==> config.mk <==
export PLATFORM = sky130hd
export DESIGN_NAME = xoodyak_out_serializer
export DESIGN_NICKNAME = d
export VERILOG_FILES = /design/src/rtl/xoodyak_pkg.sv /design/src/rtl/xood_rec_fifo.sv /design/src/rtl/xoodyak_out_serializer.sv
export SDC_FILE = /design/constraint.sdc
export NUM_CORES = 1
export LEC_CHECK = 0
export CORE_MARGIN = 5
export CORE_UTILIZATION = 53
export CTS_BUF_LIST = sky130_fd_sc_hd__clkbuf_2
export DETAILED_ROUTE_END_ITERATION = 8
export PLACE_DENSITY = 0.82
export SETUP_SLACK_MARGIN = 0.02
export SLEW_MARGIN = 10
export SYNTH_ARGS = -nofsm -noshare
export SYNTH_HDL_FRONTEND = slang
export SYNTH_SLANG_ARGS = --single-unit
==> constraint.sdc <==
create_clock -name eph1 -period 8.41 [get_ports eph1]
set_clock_uncertainty 0.15 [all_clocks]
set_input_delay 1.682 -clock eph1 [delete_from_list [all_inputs] [get_ports eph1]]
set_output_delay 1.682 -clock eph1 [all_outputs]
set_load 0.05 [all_outputs]
==> src/rtl/xoodyak_pkg.sv <==
// Shared opmode codes, widths and the buffered record layout for the Xoodyak output path.
package xoodyak_pkg;

  localparam int TEXT_W = 192;
  localparam int TAG_W  = 128;

  localparam logic [3:0] OP_IDLE    = 4'h0;
  localparam logic [3:0] OP_CRYPT   = 4'h4;
  localparam logic [3:0] OP_DECRYPT = 4'h5;
  localparam logic [3:0] OP_SQUEEZE = 4'h6;
  localparam logic [3:0] OP_SQZKEY  = 4'h8;
  localparam logic [3:0] OP_TAG     = 4'hF;

  typedef struct packed {
    logic [3:0]        rtype;
    logic [2:0]        nwords;
    logic [TEXT_W-1:0] payload;
  } xood_rec_t;

endpackage

==> src/rtl/xood_rec_fifo.sv <==
// Record FIFO with an ordered dual push (push0 lands before push1), a single pop and
// the free-slot count that will hold after this cycle's updates.
module xood_rec_fifo
  import xoodyak_pkg::*;
#(
  parameter  int DEPTH = 2,
  localparam int AW    = $clog2(DEPTH)
) (
  input  logic      i_clk,
  input  logic      i_rst,
  input  logic      i_push0,
  input  xood_rec_t i_rec0,
  input  logic      i_push1,
  input  xood_rec_t i_rec1,
  input  logic      i_pop,
  output xood_rec_t o_head,
  output logic      o_empty,
  output logic      o_drop,
  output logic [AW:0] o_free_nxt
);

  localparam logic [AW:0] L_DEPTH = (AW+1)'(DEPTH);

  xood_rec_t   r_mem [DEPTH];
  logic [AW:0] r_wr_ptr, r_rd_ptr;
  logic [AW:0] w_count, w_free, w_free_eff, w_wr1;
  logic        w_acc0, w_acc1;

  assign w_count    = r_wr_ptr - r_rd_ptr;
  assign w_free     = L_DEPTH - w_count;
  // A slot freed by this cycle's pop is immediately reusable by this cycle's push.
  assign w_free_eff = w_free + {{AW{1'b0}}, i_pop};
  assign w_acc0     = i_push0 && (w_free_eff != '0);
  assign w_acc1     = i_push1 && (w_free_eff > (AW+1)'(1));
  assign w_wr1      = r_wr_ptr + (AW+1)'(1);

  assign o_drop     = (i_push0 & ~w_acc0) | (i_push1 & ~w_acc1);
  assign o_free_nxt = w_free_eff - {{AW{1'b0}}, w_acc0} - {{AW{1'b0}}, w_acc1};
  assign o_empty    = (w_count == '0);
  assign o_head     = r_mem[r_rd_ptr[AW-1:0]];

  always_ff @(posedge i_clk or posedge i_rst) begin
    if (i_rst) begin
      r_wr_ptr <= '0;
      r_rd_ptr <= '0;
    end else begin
      r_wr_ptr <= r_wr_ptr + {{AW{1'b0}}, w_acc0} + {{AW{1'b0}}, w_acc1};
      r_rd_ptr <= r_rd_ptr + {{AW{1'b0}}, i_pop};
    end
  end

  always_ff @(posedge i_clk) begin
    if (w_acc0) r_mem[r_wr_ptr[AW-1:0]] <= i_rec0;
    if (w_acc1) r_mem[w_wr1[AW-1:0]]    <= i_rec1;
  end

endmodule

==> src/rtl/xoodyak_out_serializer.sv <==
// Buffers text/tag records from the Xoodyak core and streams them MSB-word-first to the host.
// Optional macro XOOD_TAG_CHECK_EN adds an expected_tag comparator with tag_ok/tag_fail pulses.
module xoodyak_out_serializer
  import xoodyak_pkg::*;
#(
  parameter int DEPTH  = 2,
  parameter int WORD_W = 32
) (
  input  logic              eph1,
  input  logic              reset,
  input  logic [191:0]      textout_r,
  input  logic              textout_valid,
  input  logic [3:0]        text_op,
  input  logic [127:0]      authdata_o,
  input  logic              auth_valid,
  output logic [WORD_W-1:0] out_data,
  output logic              out_valid,
  input  logic              out_ready,
  output logic              out_last,
  output logic [3:0]        out_type,
  output logic              core_stall,
  output logic              overflow
`ifdef XOOD_TAG_CHECK_EN
  ,
  input  logic [127:0]      expected_tag,
  output logic              tag_ok,
  output logic              tag_fail
`endif
);

  localparam int         AW        = $clog2(DEPTH);
  localparam logic [2:0] L_NW_TEXT = 3'(TEXT_W / WORD_W);
  localparam logic [2:0] L_NW_TAG  = 3'(TAG_W / WORD_W);

  xood_rec_t   w_text_rec, w_tag_rec, w_rec0, w_head;
  logic        w_push0, w_push1, w_pop, w_empty, w_drop, w_hs, w_last;
  logic [AW:0] w_free_nxt;
  logic [2:0]  r_idx;
  logic        r_overflow, r_core_stall;

  assign w_text_rec = '{rtype: text_op, nwords: L_NW_TEXT, payload: textout_r};
  assign w_tag_rec  = '{rtype: OP_TAG, nwords: L_NW_TAG,
                        payload: {authdata_o, {(TEXT_W-TAG_W){1'b0}}}};

  // Text always rides push0 so a same-cycle tag queues behind it and is the one dropped.
  assign w_push0 = textout_valid | auth_valid;
  assign w_rec0  = textout_valid ? w_text_rec : w_tag_rec;
  assign w_push1 = textout_valid & auth_valid;

  xood_rec_fifo #(.DEPTH(DEPTH)) u_fifo (
    .i_clk      (eph1),
    .i_rst      (reset),
    .i_push0    (w_push0),
    .i_rec0     (w_rec0),
    .i_push1    (w_push1),
    .i_rec1     (w_tag_rec),
    .i_pop      (w_pop),
    .o_head     (w_head),
    .o_empty    (w_empty),
    .o_drop     (w_drop),
    .o_free_nxt (w_free_nxt)
  );

  assign w_last = (r_idx == (w_head.nwords - 3'd1));
  assign w_hs   = out_valid & out_ready;
  assign w_pop  = w_hs & w_last;

  // Outputs are forced to zero while empty so stale slot contents never leak out.
  assign out_valid  = ~w_empty;
  assign out_data   = out_valid ? w_head.payload[TEXT_W-1-WORD_W*r_idx -: WORD_W] : '0;
  assign out_last   = out_valid & w_last;
  assign out_type   = out_valid ? w_head.rtype : 4'h0;
  assign core_stall = r_core_stall;
  assign overflow   = r_overflow;

  always_ff @(posedge eph1 or posedge reset) begin
    if (reset) begin
      r_idx        <= '0;
      r_overflow   <= 1'b0;
      r_core_stall <= 1'b0;
    end else begin
      if (w_hs) r_idx <= w_last ? 3'd0 : r_idx + 3'd1;
      if (w_drop) r_overflow <= 1'b1;
      r_core_stall <= (w_free_nxt < (AW+1)'(2));
    end
  end

`ifdef XOOD_TAG_CHECK_EN
  logic r_tag_ok, r_tag_fail;

  always_ff @(posedge eph1 or posedge reset) begin
    if (reset) begin
      r_tag_ok   <= 1'b0;
      r_tag_fail <= 1'b0;
    end else begin
      r_tag_ok   <= auth_valid & (authdata_o == expected_tag);
      r_tag_fail <= auth_valid & (authdata_o != expected_tag);
    end
  end

  assign tag_ok   = r_tag_ok;
  assign tag_fail = r_tag_fail;
`endif

endmodule

==> results.md, run 1 <==
Status:
- The run finished with clean final reports.

Routing:
- In this run the remaining antenna-violating nets after routing total 0.
- After detailed routing, the total wire length is 52,100 um.
- The number of DRC markers in iteration 0 is 1,249.
- The routed via count divided by cell count is 6.35.
- For this run, design rule violations remaining after detail routing come to 0.
- The number of search-and-repair iterations in the first detailed-routing pass is 5.
- The total number of vias is 13,200.
- Dividing the detail-routed wire length by the instance count gives 25.0 um.

STA:
- The number of hold violations in the final report is 0.
- The total setup violations reported at the end of the flow is 0.
- Static timing analysis puts the maximum clock frequency at 0.160 GHz.
- The worst slew margin relative to its limit is 26.6%.
- The total count of max-transition violations in the final report came to 0.
- For the final routed database, the setup TNS stands at 0 ps.
- Setup repair after global routing left no endpoint under its margin.
- The slack of the critical path is 2140 ps.
- At the pin with the least slew margin, the transition time is 1100 ps.
- The final cycle utilization of the critical path is 74.5%.
- The clock period minus final worst setup slack is 6270 ps.
- The final worst hold slack is 329 ps.

Yosys:
- The mean post-synth cell area is 15.1 um^2.
- The cell type with the highest aggregate area in the netlist is sky130_fd_sc_hd__edfxtp_1.
- The total nets after synthesis is 1,525.
- The distinct cell type count of the synthesized netlist is 37.
- The count of synthesis-stage warnings from yosys is 0.
- Summing the sequential cell areas from Yosys gives 59.5% of the chip area.
- The total standard cell area after synthesis is 0.0179 mm^2.
- The leading cell type by number of instances after synthesis is sky130_fd_sc_hd__a22o_1.
- Yosys mapped a number of flops with a built-in enable equal to 256.
- Synthesis handed over a netlist of 1,191 instances.
- The fraction of post-synthesis cell area in the top cell type by area is 42.9%.
- Yosys attributes the largest share of cell area to sky130_fd_sc_hd__edfxtp_1, sky130_fd_sc_hd__a22o_1, sky130_fd_sc_hd__dfxtp_1.
- The synthesized design contains 403 register bits.
- The primary flip-flop cell chosen by synthesis mapping is sky130_fd_sc_hd__edfxtp_1.
- Counting flops with an async set or reset pin after synthesis yields a share of 2.23%.
- Sorting the synthesized cells by how often they occur yields sky130_fd_sc_hd__a22o_1, sky130_fd_sc_hd__edfxtp_1, sky130_fd_sc_hd__dfxtp_1.

Critical path:
- The worst setup path is of the flop to output port kind.
- For the worst setup path, the data required time is 6580 ps.
- STA classifies the critical path startpoint as a flop.
- The slack of the worst reg-to-reg path is 3370 ps.
- Data arrives at the worst endpoint at 4440 ps.
- STA classifies the critical path endpoint as an output port.
- The biggest fanout along the worst timing path is 46.

Global route:
- Global routing used 41.3% of the available met2 tracks.
- The overflow left after global routing is 0.
- The most congested layer reported by global routing is met2.
- Entering global routing, the biggest net connects 193 pins.
- Global routing consumed, over all layers together, 26.9% of the routing resources.
- The via count of the first global-routing pass is 13,800.
- The first-pass GRT wire length is 79,200 um.
- The met3 usage is 6.83%.
- The initial antenna violation count is 22.
- The fraction of met1 tracks used by global routing is 36.9%.

CTS:
- The clock insertion delay at the later pin of the skew report is 890 ps.
- After clock tree synthesis, the clock-pin slew on the worst setup and hold paths is 120 ps.
- The number of cells upsized or downsized after cts is 0.
- TritonCTS created 95 clock buffers.
- CTS placed an instance of sky130_fd_sc_hd__clkbuf_2 at the clock tree root.
- The number of sinks handled by clock tree synthesis is 403.
- The number of hold buffers added after CTS was 0.
- TritonCTS built the clock tree.
- The count of buffers added by post-CTS timing repair for setup is 0.
- The maximum clock insertion buffer count is 3.
- The H-tree was split into 3 levels.

Layout:
- The signed area change from the synthesized netlist to the final layout is 26.6%.
- The ratio of cells with drive above 1 in the final layout is 16.5%.
- Counting the fill cells in the layout gives 2,424.
- The post-layout net count is 1,883.
- The final cell utilization of the core is 67.8%.

Place:
- Detailed placement finished with a half-perimeter wire length of 34,300 um.
- Buffers placed on the I/O ports in this run total 368.
- The worst setup timing slack at the placement stage is 2820 ps.
- The final weighted congestion in routability-driven placement is 0.845.

Floorplan:
- The die outline width is 194 um.
- The region available for standard cell placement spans 0.0334 mm^2.
- The total number of placement rows is 67.
- 369 I/O pins were placed.
- The vertical extent of the die is 194 um.
- The initial standard-cell utilization of the core is 53.6%.
- The overall die area is 0.0376 mm^2.

Min path:
- The path class of the tightest hold or removal check is flop to flop.

Run:
- The reported max-cap violation count is 0.
-- worst paths after layout --
check / startpoint / end / cells after the start
setup / recovery: u_fifo.r_rd_ptr[0] / out_data[11] / 5
hold / removal: u_fifo.r_mem[0][9] / u_fifo.r_mem[0][9] / 1
setup reg to reg: u_fifo.r_rd_ptr[0] / u_fifo.r_mem[0][164] / 12
hold reg to reg: u_fifo.r_mem[0][9] / u_fifo.r_mem[0][9] / 1
max in group asynchronous: reset / r_idx[0] / 2
min in group asynchronous: reset / u_fifo.r_rd_ptr[0] / 2
-- sequential cells by signal, indices dropped and copies added, names as in the netlist --
register / flops
u_fifo.r_mem: 394
u_fifo.r_rd_ptr: 2
u_fifo.r_wr_ptr: 2
r_idx: 3
core_stall: 1
overflow: 1
-- cell type report --
cell class	count	area, um^2	share of cell area (%)
inverters	9	41.3	0.182
multi-input cells	655	6680	29.4
repair buffers	385	3840	16.9
well taps	448	561	2.47
flip-flops and latches	403	10700	47.1
clock buffers	129	646	2.85
diodes	15	37.5	0.165
clock inverters	41	214	0.943
-- stage by stage --
stage / instance area, um^2 / cells
finish: 22700 / 2085
global route: 22700 / 2085
CTS: 22700 / 2070
detailed placement: 21800 / 1900
global placement: 21800 / 1900
floorplan: 17900 / 1191
-- layer usage --
metal | routed length (um) | part of all wire (%) | vias up
met5 | 80 | 0.15 | -
met4 | 1520 | 2.9 | 12
met3 | 5120 | 9.8 | 98
met2 | 24700 | 47 | 817
met1 | 20700 | 40 | 6574
li1 | - | - | 5747
-- worst max-delay path: stages (launching register included) --
cell                              delay, ps
sky130_fd_sc_hd__dfrtp_4                670
sky130_fd_sc_hd__buf_4                  760
sky130_fd_sc_hd__mux4_2                 590
sky130_fd_sc_hd__a22oi_1                540
sky130_fd_sc_hd__a21oi_1                160
sky130_fd_sc_hd__clkdlybuf4s50_1        740
-- kinds of logic (layout without fill, tap and decap cells) --
| logic type | Yosys count | count (layout) | share of synthesized area (%) |
|---|---|---|---|
| flip-flops | 403 | 403 | 59.5 |
| buffers and inverters | 133 | 564 | 3.53 |
| multiplexers | 102 | 102 | 12.4 |
| other | 0 | 15 | 0 |
| AND/OR/NAND/NOR | 67 | 67 | 1.63 |
| adder cells (fa/ha/maj) | 6 | 6 | 0.405 |
| XOR/XNOR | 7 | 7 | 0.530 |
| AO/OA/AOI/OAI | 473 | 473 | 22.0 |
-- cell usage in the layout (no fill, tap or decap), types with 2 or more instances in the layout --
| cell | n |
|---|---|
| sky130_fd_sc_hd__a22o_1 | 385 |
| sky130_fd_sc_hd__clkdlybuf4s50_1 | 368 |
| sky130_fd_sc_hd__edfxtp_1 | 256 |
| sky130_fd_sc_hd__dfxtp_1 | 138 |
| sky130_fd_sc_hd__clkbuf_2 | 129 |
| sky130_fd_sc_hd__mux4_2 | 96 |
| sky130_fd_sc_hd__nand2_1 | 44 |
| sky130_fd_sc_hd__a22oi_1 | 33 |
| sky130_fd_sc_hd__a21oi_1 | 33 |
| sky130_fd_sc_hd__clkinv_1 | 32 |
| sky130_fd_sc_hd__diode_2 | 15 |
| sky130_fd_sc_hd__buf_4 | 15 |
| sky130_fd_sc_hd__o22a_1 | 8 |
| sky130_fd_sc_hd__inv_1 | 7 |
| sky130_fd_sc_hd__o21ai_0 | 7 |
| sky130_fd_sc_hd__dfrtp_1 | 7 |
| sky130_fd_sc_hd__mux2i_1 | 6 |
| sky130_fd_sc_hd__nor2_1 | 6 |
| sky130_fd_sc_hd__clkinv_2 | 6 |
| sky130_fd_sc_hd__ha_1 | 5 |
| sky130_fd_sc_hd__xnor2_1 | 4 |
| sky130_fd_sc_hd__nand2b_1 | 4 |
| sky130_fd_sc_hd__nor2_4 | 4 |
| sky130_fd_sc_hd__nand3_1 | 3 |
| sky130_fd_sc_hd__and2_1 | 2 |
| sky130_fd_sc_hd__o22ai_4 | 2 |
| sky130_fd_sc_hd__bufinv_16 | 2 |
| sky130_fd_sc_hd__buf_12 | 2 |
| sky130_fd_sc_hd__dfrtp_4 | 2 |
Power of run 1 is left out: the tool's default activity adds up to more than one toggle a clock period on the data nets, which glitch-free logic cannot reach.
==> run 2, diff against run 1 <==
==> constraint.sdc (replaced) <==
create_clock -name eph1 -period 5.8 [get_ports eph1]
set_clock_uncertainty 0.15 [all_clocks]
set_input_delay 1.16 -clock eph1 [delete_from_list [all_inputs] [get_ports eph1]]
set_output_delay 1.16 -clock eph1 [all_outputs]
set_load 0.05 [all_outputs]
==> results.md, run 2 (synthesis results as in run 1) <==
Status:
- The run finished with clean final reports.

Min path:
- The path with the worst hold slack has its endpoint at u_fifo.r_mem[0][14].
- The instance count along the most critical hold path came to 1 (unchanged).
- The startpoint identified for the worst hold timing path is u_fifo.r_mem[0][14].
- The tightest min-delay check is of the flop to flop type.

STA:
- The measured slew at the worst slew-check pin is 1040 ps (-58.2 ps).
- The clock period minus final worst setup slack is 5400 ps.
- Setup repair after global routing left no endpoint under its margin.
- The aggregate negative setup slack was 0 ps (unchanged).
- The worst slew margin relative to its limit was 30.7% (+4.1 points).
- The total count of max-transition violations in the final report is 0 (unchanged).
- The final cycle utilization of the critical path is 93.1%.
- The number of hold violations in the final report is 0 (unchanged).
- The slack of the critical path is 399 ps (-1740 ps).
- The achievable frequency is 0.185 GHz.
- The total setup violations reported at the end of the flow came to 0 (unchanged).

Layout:
- The area growth from synthesis to layout is 27.7%.
- Leaving out fill and tap cells, the most frequent cells in the layout are sky130_fd_sc_hd__a22o_1, sky130_fd_sc_hd__clkdlybuf4s50_1, sky130_fd_sc_hd__edfxtp_1.
- The leading cell type in the layout, fill and taps excluded is sky130_fd_sc_hd__a22o_1.
- The ratio of cells with drive above 1 in the final layout is 17.8% (+1.4 points).
- The number of flip-flops in the largest register is 394 (unchanged).
- The final non-filler cell area is 0.0229 mm^2 (+0.88%).
- The number of non-filler instances in the completed layout came to 2,107 (+1.1%).
- The post-layout net count was 1,893 (+0.53%).

Global route:
- The via count of the first global-routing pass is 13,700 (-0.93%).
- The overflow left after global routing is 0 (unchanged).
- The first-pass GRT wire length is 79,600 um (+0.51%).
- The global routing usage summed across all routing layers was 26.7% (-0.14 points).
- The initial antenna violation count came to 22 (unchanged).
- The largest net degree at the start of global routing is 129 (-33%).

Critical path:
- STA classifies the critical path endpoint as an output port.
- The slack of the worst reg-to-reg path is 1260 ps (-2110 ps).
- In this run the critical register-to-register path is launched from u_fifo.r_rd_ptr[0].
- The data required time at the worst endpoint is 4490 ps (-2090 ps).
- The worst setup path category is flop to output port.
- The largest individual stage delay along the critical path comes from the cell sky130_fd_sc_hd__clkdlybuf4s50_1.
- Traced cell by cell, the critical path runs through ha_1 > nor2_4 > a22oi_1 > a21oi_1 > clkdlybuf4s50_1.
- The largest stage delay on the critical path is 840 ps (+80 ps).
- The number of cells on the worst reg-to-reg path was 11 (-1).
- The endpoint identified for the worst register-to-register timing path is u_fifo.r_mem[0][195].
- The startpoint class of the critical path is a flop.
- The arrival time at the worst endpoint is 4090 ps (-350 ps).
- The biggest fanout along the worst timing path is 32 (-30%).

Routing:
- The number of DRC markers in iteration 0 was 1,186 (-5.0%).
- The routed via count divided by cell count came to 6.26 (-1.5%).
- The average detailed-routed wire length per instance is 24.8 um (-0.76%).
- The remaining antenna violation count was 0 (unchanged).
- The number of DRC violations after detailed routing is 0 (unchanged).
- The total number of vias was 13,200 (-0.45%).
- The aggregate routed wire length is 52,300 um (+0.29%).
- The number of search-and-repair iterations in the first detailed-routing pass was 5 (unchanged).

CTS:
- The clock insertion delay at the later pin of the skew report is 940 ps (+50 ps).
- The number of sinks handled by clock tree synthesis is 403 (unchanged).
- TritonCTS built the clock tree.
- The cell sitting at the root of the clock tree is a sky130_fd_sc_hd__clkbuf_2.
- The number of hold-repair buffers added at the cts stage was 0 (unchanged).
- The clock transition at the register clock pins on the worst setup and hold paths after CTS was 110 ps (about the same).
- The clock buffer count from CTS is 101 (+6.3%).
- The CTS H-tree depth was 3 (unchanged).
- The maximum clock insertion buffer count is 3 (unchanged).

Place:
- The worst setup timing slack at the placement stage is 1130 ps (-1690 ps).
- The number of I/O port buffers came to 368 (unchanged).
- The estimated wirelength of the detail-placed design came to 34,800 um (+1.4%).
- The final weighted congestion in routability-driven placement came to 0.929 (+10%).
- The placed cell count is 1,904 (+0.21%).
- The total placed instance area came to 0.0219 mm^2 (+0.53%).

Floorplan:
- The vertical extent of the die is 194 um (unchanged).
- The initial standard-cell utilization of the core is 53.6% (unchanged).
- The overall die area is 0.0376 mm^2 (unchanged).
- The total number of placement rows was 67 (unchanged).
- The die outline width is 194 um (unchanged).
- The core area is 0.0334 mm^2 (unchanged).
- The top-level port count was 369 (unchanged).

Run:
- The reported max-cap violation count is 0 (unchanged).
## run 2: cell types whose count changed in the layout (fill, tap and decap cells not counted), sizes merged
cell / previous run / this run
clkinv: 38 / 36
clkbuf: 129 / 140
buf: 17 / 21
inv: 10 / 12
bufinv: 2 / 1
diode: 15 / 21
clkinvlp: 0 / 2
## run 2: timing repair
item	CTS	global route
setup buffers	0	0
gates resized for setup	0	1
setup endpoints to repair	0	11
## run 2: final cells by class
class / count / area, um^2
diodes: 21 / 52.6
clock buffers: 140 / 701
clock inverters: 42 / 225
fillers: 2325 / 10600
inverters: 9 / 40.0
multi-input cells: 655 / 6680
flip-flops and latches: 403 / 10700
well taps: 448 / 561
repair buffers: 389 / 3950
## run 2: critical path, delay by kind of cell (launching register included)
kind	cells	cell delay, ps
adder cells (fa/ha/maj)	1	400
flip-flops	1	520
AND/OR/NAND/NOR	1	750
buffers and inverters	1	840
AO/OA/AOI/OAI	2	620
## run 2: per-layer routing
metal / wire length (um) / part of all wire [%] / vias to the layer above / track usage, %
met5: 11 / 0.021 / - / 0
met4: 1900 / 3.6 / 2 / 11.5
met3: 4870 / 9.3 / 112 / 6.92
met2: 24500 / 47 / 758 / 40.8
met1: 21000 / 40 / 6524 / 36.7
li1: - / - / 5793 / -
## run 2: worst max path at each step
stage / slack (ps) / to / cells after the start / start
final: 400 / out_data[11] / 5 / r_idx[1]
after global routing: 140 / out_data[13] / 5 / u_fifo.r_rd_ptr[0]
after CTS: 40 / out_data[27] / 6 / r_idx[1]
after detailed placement: 1130 / u_fifo.r_mem[0][197] / 9 / out_ready
after global placement: 1220 / u_fifo.r_mem[0][198] / 9 / out_ready
after floorplan: 350 / u_fifo.r_mem[0][100] / 14 / u_fifo.r_wr_ptr[0]
## run 2: metrics by stage
step | hold slack [ps] | utilization [%]
5_1_grt | 313 | 68.4
3_5_place_dp | 302 | 65.5
3_3_place_gp | 300 | 65.5
6_report | 327 | 68.4
2_1_floorplan | 286 | -
4_1_cts | 262 | 68.3
Power of run 2 is left out for the same reason.
==> run 3, diff against run 2 <==
--- a/config.mk
+++ b/config.mk
@@ -9,7 +9,7 @@
 export CORE_UTILIZATION = 53
 export CTS_BUF_LIST = sky130_fd_sc_hd__clkbuf_2
 export DETAILED_ROUTE_END_ITERATION = 8
-export PLACE_DENSITY = 0.82
+export PLACE_DENSITY = 0.88
 export SETUP_SLACK_MARGIN = 0.02
 export SLEW_MARGIN = 10
 export SYNTH_ARGS = -nofsm -noshare
==> results.md, run 3 (synthesis results as in run 1) <==
Global route:
- The first-pass GRT wire length was 81,200 um (+2.0%).
- The via count of the first global-routing pass was 13,800 (+0.94%).
- The largest net degree at the start of global routing was 129 (unchanged).
- The overflow left after global routing is 0 (unchanged).
- The initial antenna violation count is 17 (-23%).
- The global routing usage summed across all routing layers is 27.4% (+0.69 points).

Critical path:
- The slack of the worst reg-to-reg path is 1430 ps (+170 ps).
- The kind of end point of the critical path is an output port.
- The biggest fanout along the worst timing path came to 18 (-44%).
- The arrival time at the worst endpoint is 4210 ps (+120 ps).
- The worst setup path category is flop to output port.
- The number of cells on the worst reg-to-reg path is 11 (unchanged).
- The data required time at the worst endpoint is 4490 ps (about the same).
- The worst setup path is launched from a flop.

Layout:
- The ratio of cells with drive above 1 in the final layout is 17.9% (+0.089 points).
- The post-layout net count is 1,899 (+0.32%).
- The leading cell type in the layout, fill and taps excluded is sky130_fd_sc_hd__a22o_1.
- The signed area change from the synthesized netlist to the final layout is 28.2%.
- The number of flip-flops in the largest register was 394 (unchanged).
- The top cell types in the final layout, fill and taps aside, are sky130_fd_sc_hd__a22o_1, sky130_fd_sc_hd__clkdlybuf4s50_1, sky130_fd_sc_hd__edfxtp_1.

Min path:
- The tightest min-delay check is of the flop to flop type.
- The instance count along the most critical hold path is 1 (unchanged).

STA:
- The final cycle utilization of the critical path is 95.2% (+2.1 points).
- The total count of max-transition violations in the final report is 0 (unchanged).
- The aggregate negative setup slack is 0 ps (unchanged).
- The measured slew at the worst slew-check pin is 1040 ps (+1.52 ps).
- The number of hold violations in the final report is 0 (unchanged).
- The worst slew margin relative to its limit came to 30.6% (-0.10 points).
- Setup repair after global routing left no endpoint under its margin.
- The total setup violations reported at the end of the flow was 0 (unchanged).
- The achievable frequency was 0.181 GHz (-2.2%).
- The clock period minus final worst setup slack is 5520 ps (+121 ps).

CTS:
- The count of buffers added by post-CTS timing repair for setup is 0 (unchanged).
- The number of hold-repair buffers added at the cts stage is 0 (unchanged).
- The buffer type at the clock tree root is sky130_fd_sc_hd__clkbuf_2.
- The maximum clock insertion buffer count was 3 (unchanged).
- The clock insertion delay at the later pin of the skew report is 920 ps (-20 ps).
- The clock transition at the register clock pins on the worst setup and hold paths after CTS came to 100 ps (about the same).
- The clock buffer count from CTS is 102 (+0.99%).
- The number of sinks handled by clock tree synthesis is 403 (unchanged).
- The CTS H-tree depth was 3 (unchanged).
- The CTS tree is yes.
- The number of cells upsized or downsized after cts is 0 (unchanged).

Routing:
- The routed via count divided by cell count is 6.37 (+1.8%).
- The number of search-and-repair iterations in the first detailed-routing pass came to 5 (unchanged).
- The average detailed-routed wire length per instance came to 25.3 um (+1.9%).
- The aggregate routed wire length is 53,100 um (+1.6%).
- The number of DRC markers in iteration 0 is 1,305 (+10%).
- The remaining antenna violation count is 0 (unchanged).
- The total number of vias was 13,400 (+1.5%).
- The number of DRC violations after detailed routing was 0 (unchanged).

Floorplan:
- The die outline width is 194 um (unchanged).
- The vertical extent of the die is 194 um (unchanged).
- The total number of placement rows is 67 (unchanged).
- The overall die area came to 0.0376 mm^2 (unchanged).
- The top-level port count was 369 (unchanged).
- The core area is 0.0334 mm^2 (unchanged).
- The initial standard-cell utilization of the core is 53.6% (unchanged).

Run:
- The reported max-cap violation count is 0 (unchanged).

Status:
- The run finished with clean final reports.

Place:
- The number of I/O port buffers is 368 (unchanged).
- The estimated wirelength of the detail-placed design is 36,300 um (+4.5%).
- The final weighted congestion in routability-driven placement is 0.919 (-1.1%).
## run 3: path summary, 6_finish.rpt
| check | end | startpoint |
|---|---|---|
| setup / recovery | out_data[28] | r_idx[1] |
| hold / removal | u_fifo.r_mem[0][196] | u_fifo.r_mem[0][196] |
| setup reg to reg | u_fifo.r_mem[1][89] | u_fifo.r_rd_ptr[0] |
| hold reg to reg | u_fifo.r_mem[0][196] | u_fifo.r_mem[0][196] |
| max in group asynchronous | r_idx[0] | reset |
| min in group asynchronous | core_stall | reset |
## run 3: worst max-delay path: stages, from the launching register on
cell and delay, ps:
sky130_fd_sc_hd__dfrtp_1 490, sky130_fd_sc_hd__ha_1 410, sky130_fd_sc_hd__and2_1 770, sky130_fd_sc_hd__buf_4 370, sky130_fd_sc_hd__a22oi_1 160, sky130_fd_sc_hd__a21oi_1 250, sky130_fd_sc_hd__clkdlybuf4s50_1 840
## run 3: routing by layer
layer  GRT usage [%]  up-vias  wire, um
met5               0        -        81
met4            11.5       10      1940
met3            6.99      121      4930
met2            42.8      838     25400
met1            37.0     6612     20700
li1                -     5803         -
## run 3: stage by stage
stage               worst slack (ps)  util, %  hold WS, ps  instance area, um^2  cells
CTS                              199     68.6          309                23000   2089
floorplan                        350        -          286                17900   1191
detailed placement              1230     65.8          302                22000   1909
global route                    32.5     68.7          325                23000   2101
finish                           278     68.7          328                23000   2101
global placement                1320     65.8          296                22000   1909
## run 3: final cells by class
cell class | instances | area [um^2]
Antenna cell | 12 | 30.0
Clock buffer | 147 | 736
Clock inverter | 33 | 213
Fill cell | 2279 | 10500
Inverter | 9 | 40.0
Multi-Input combinational cell | 655 | 6680
Sequential cell | 403 | 10700
Tap cell | 448 | 561
Timing Repair Buffer | 394 | 4050
Power of run 3 is left out for the same reason.
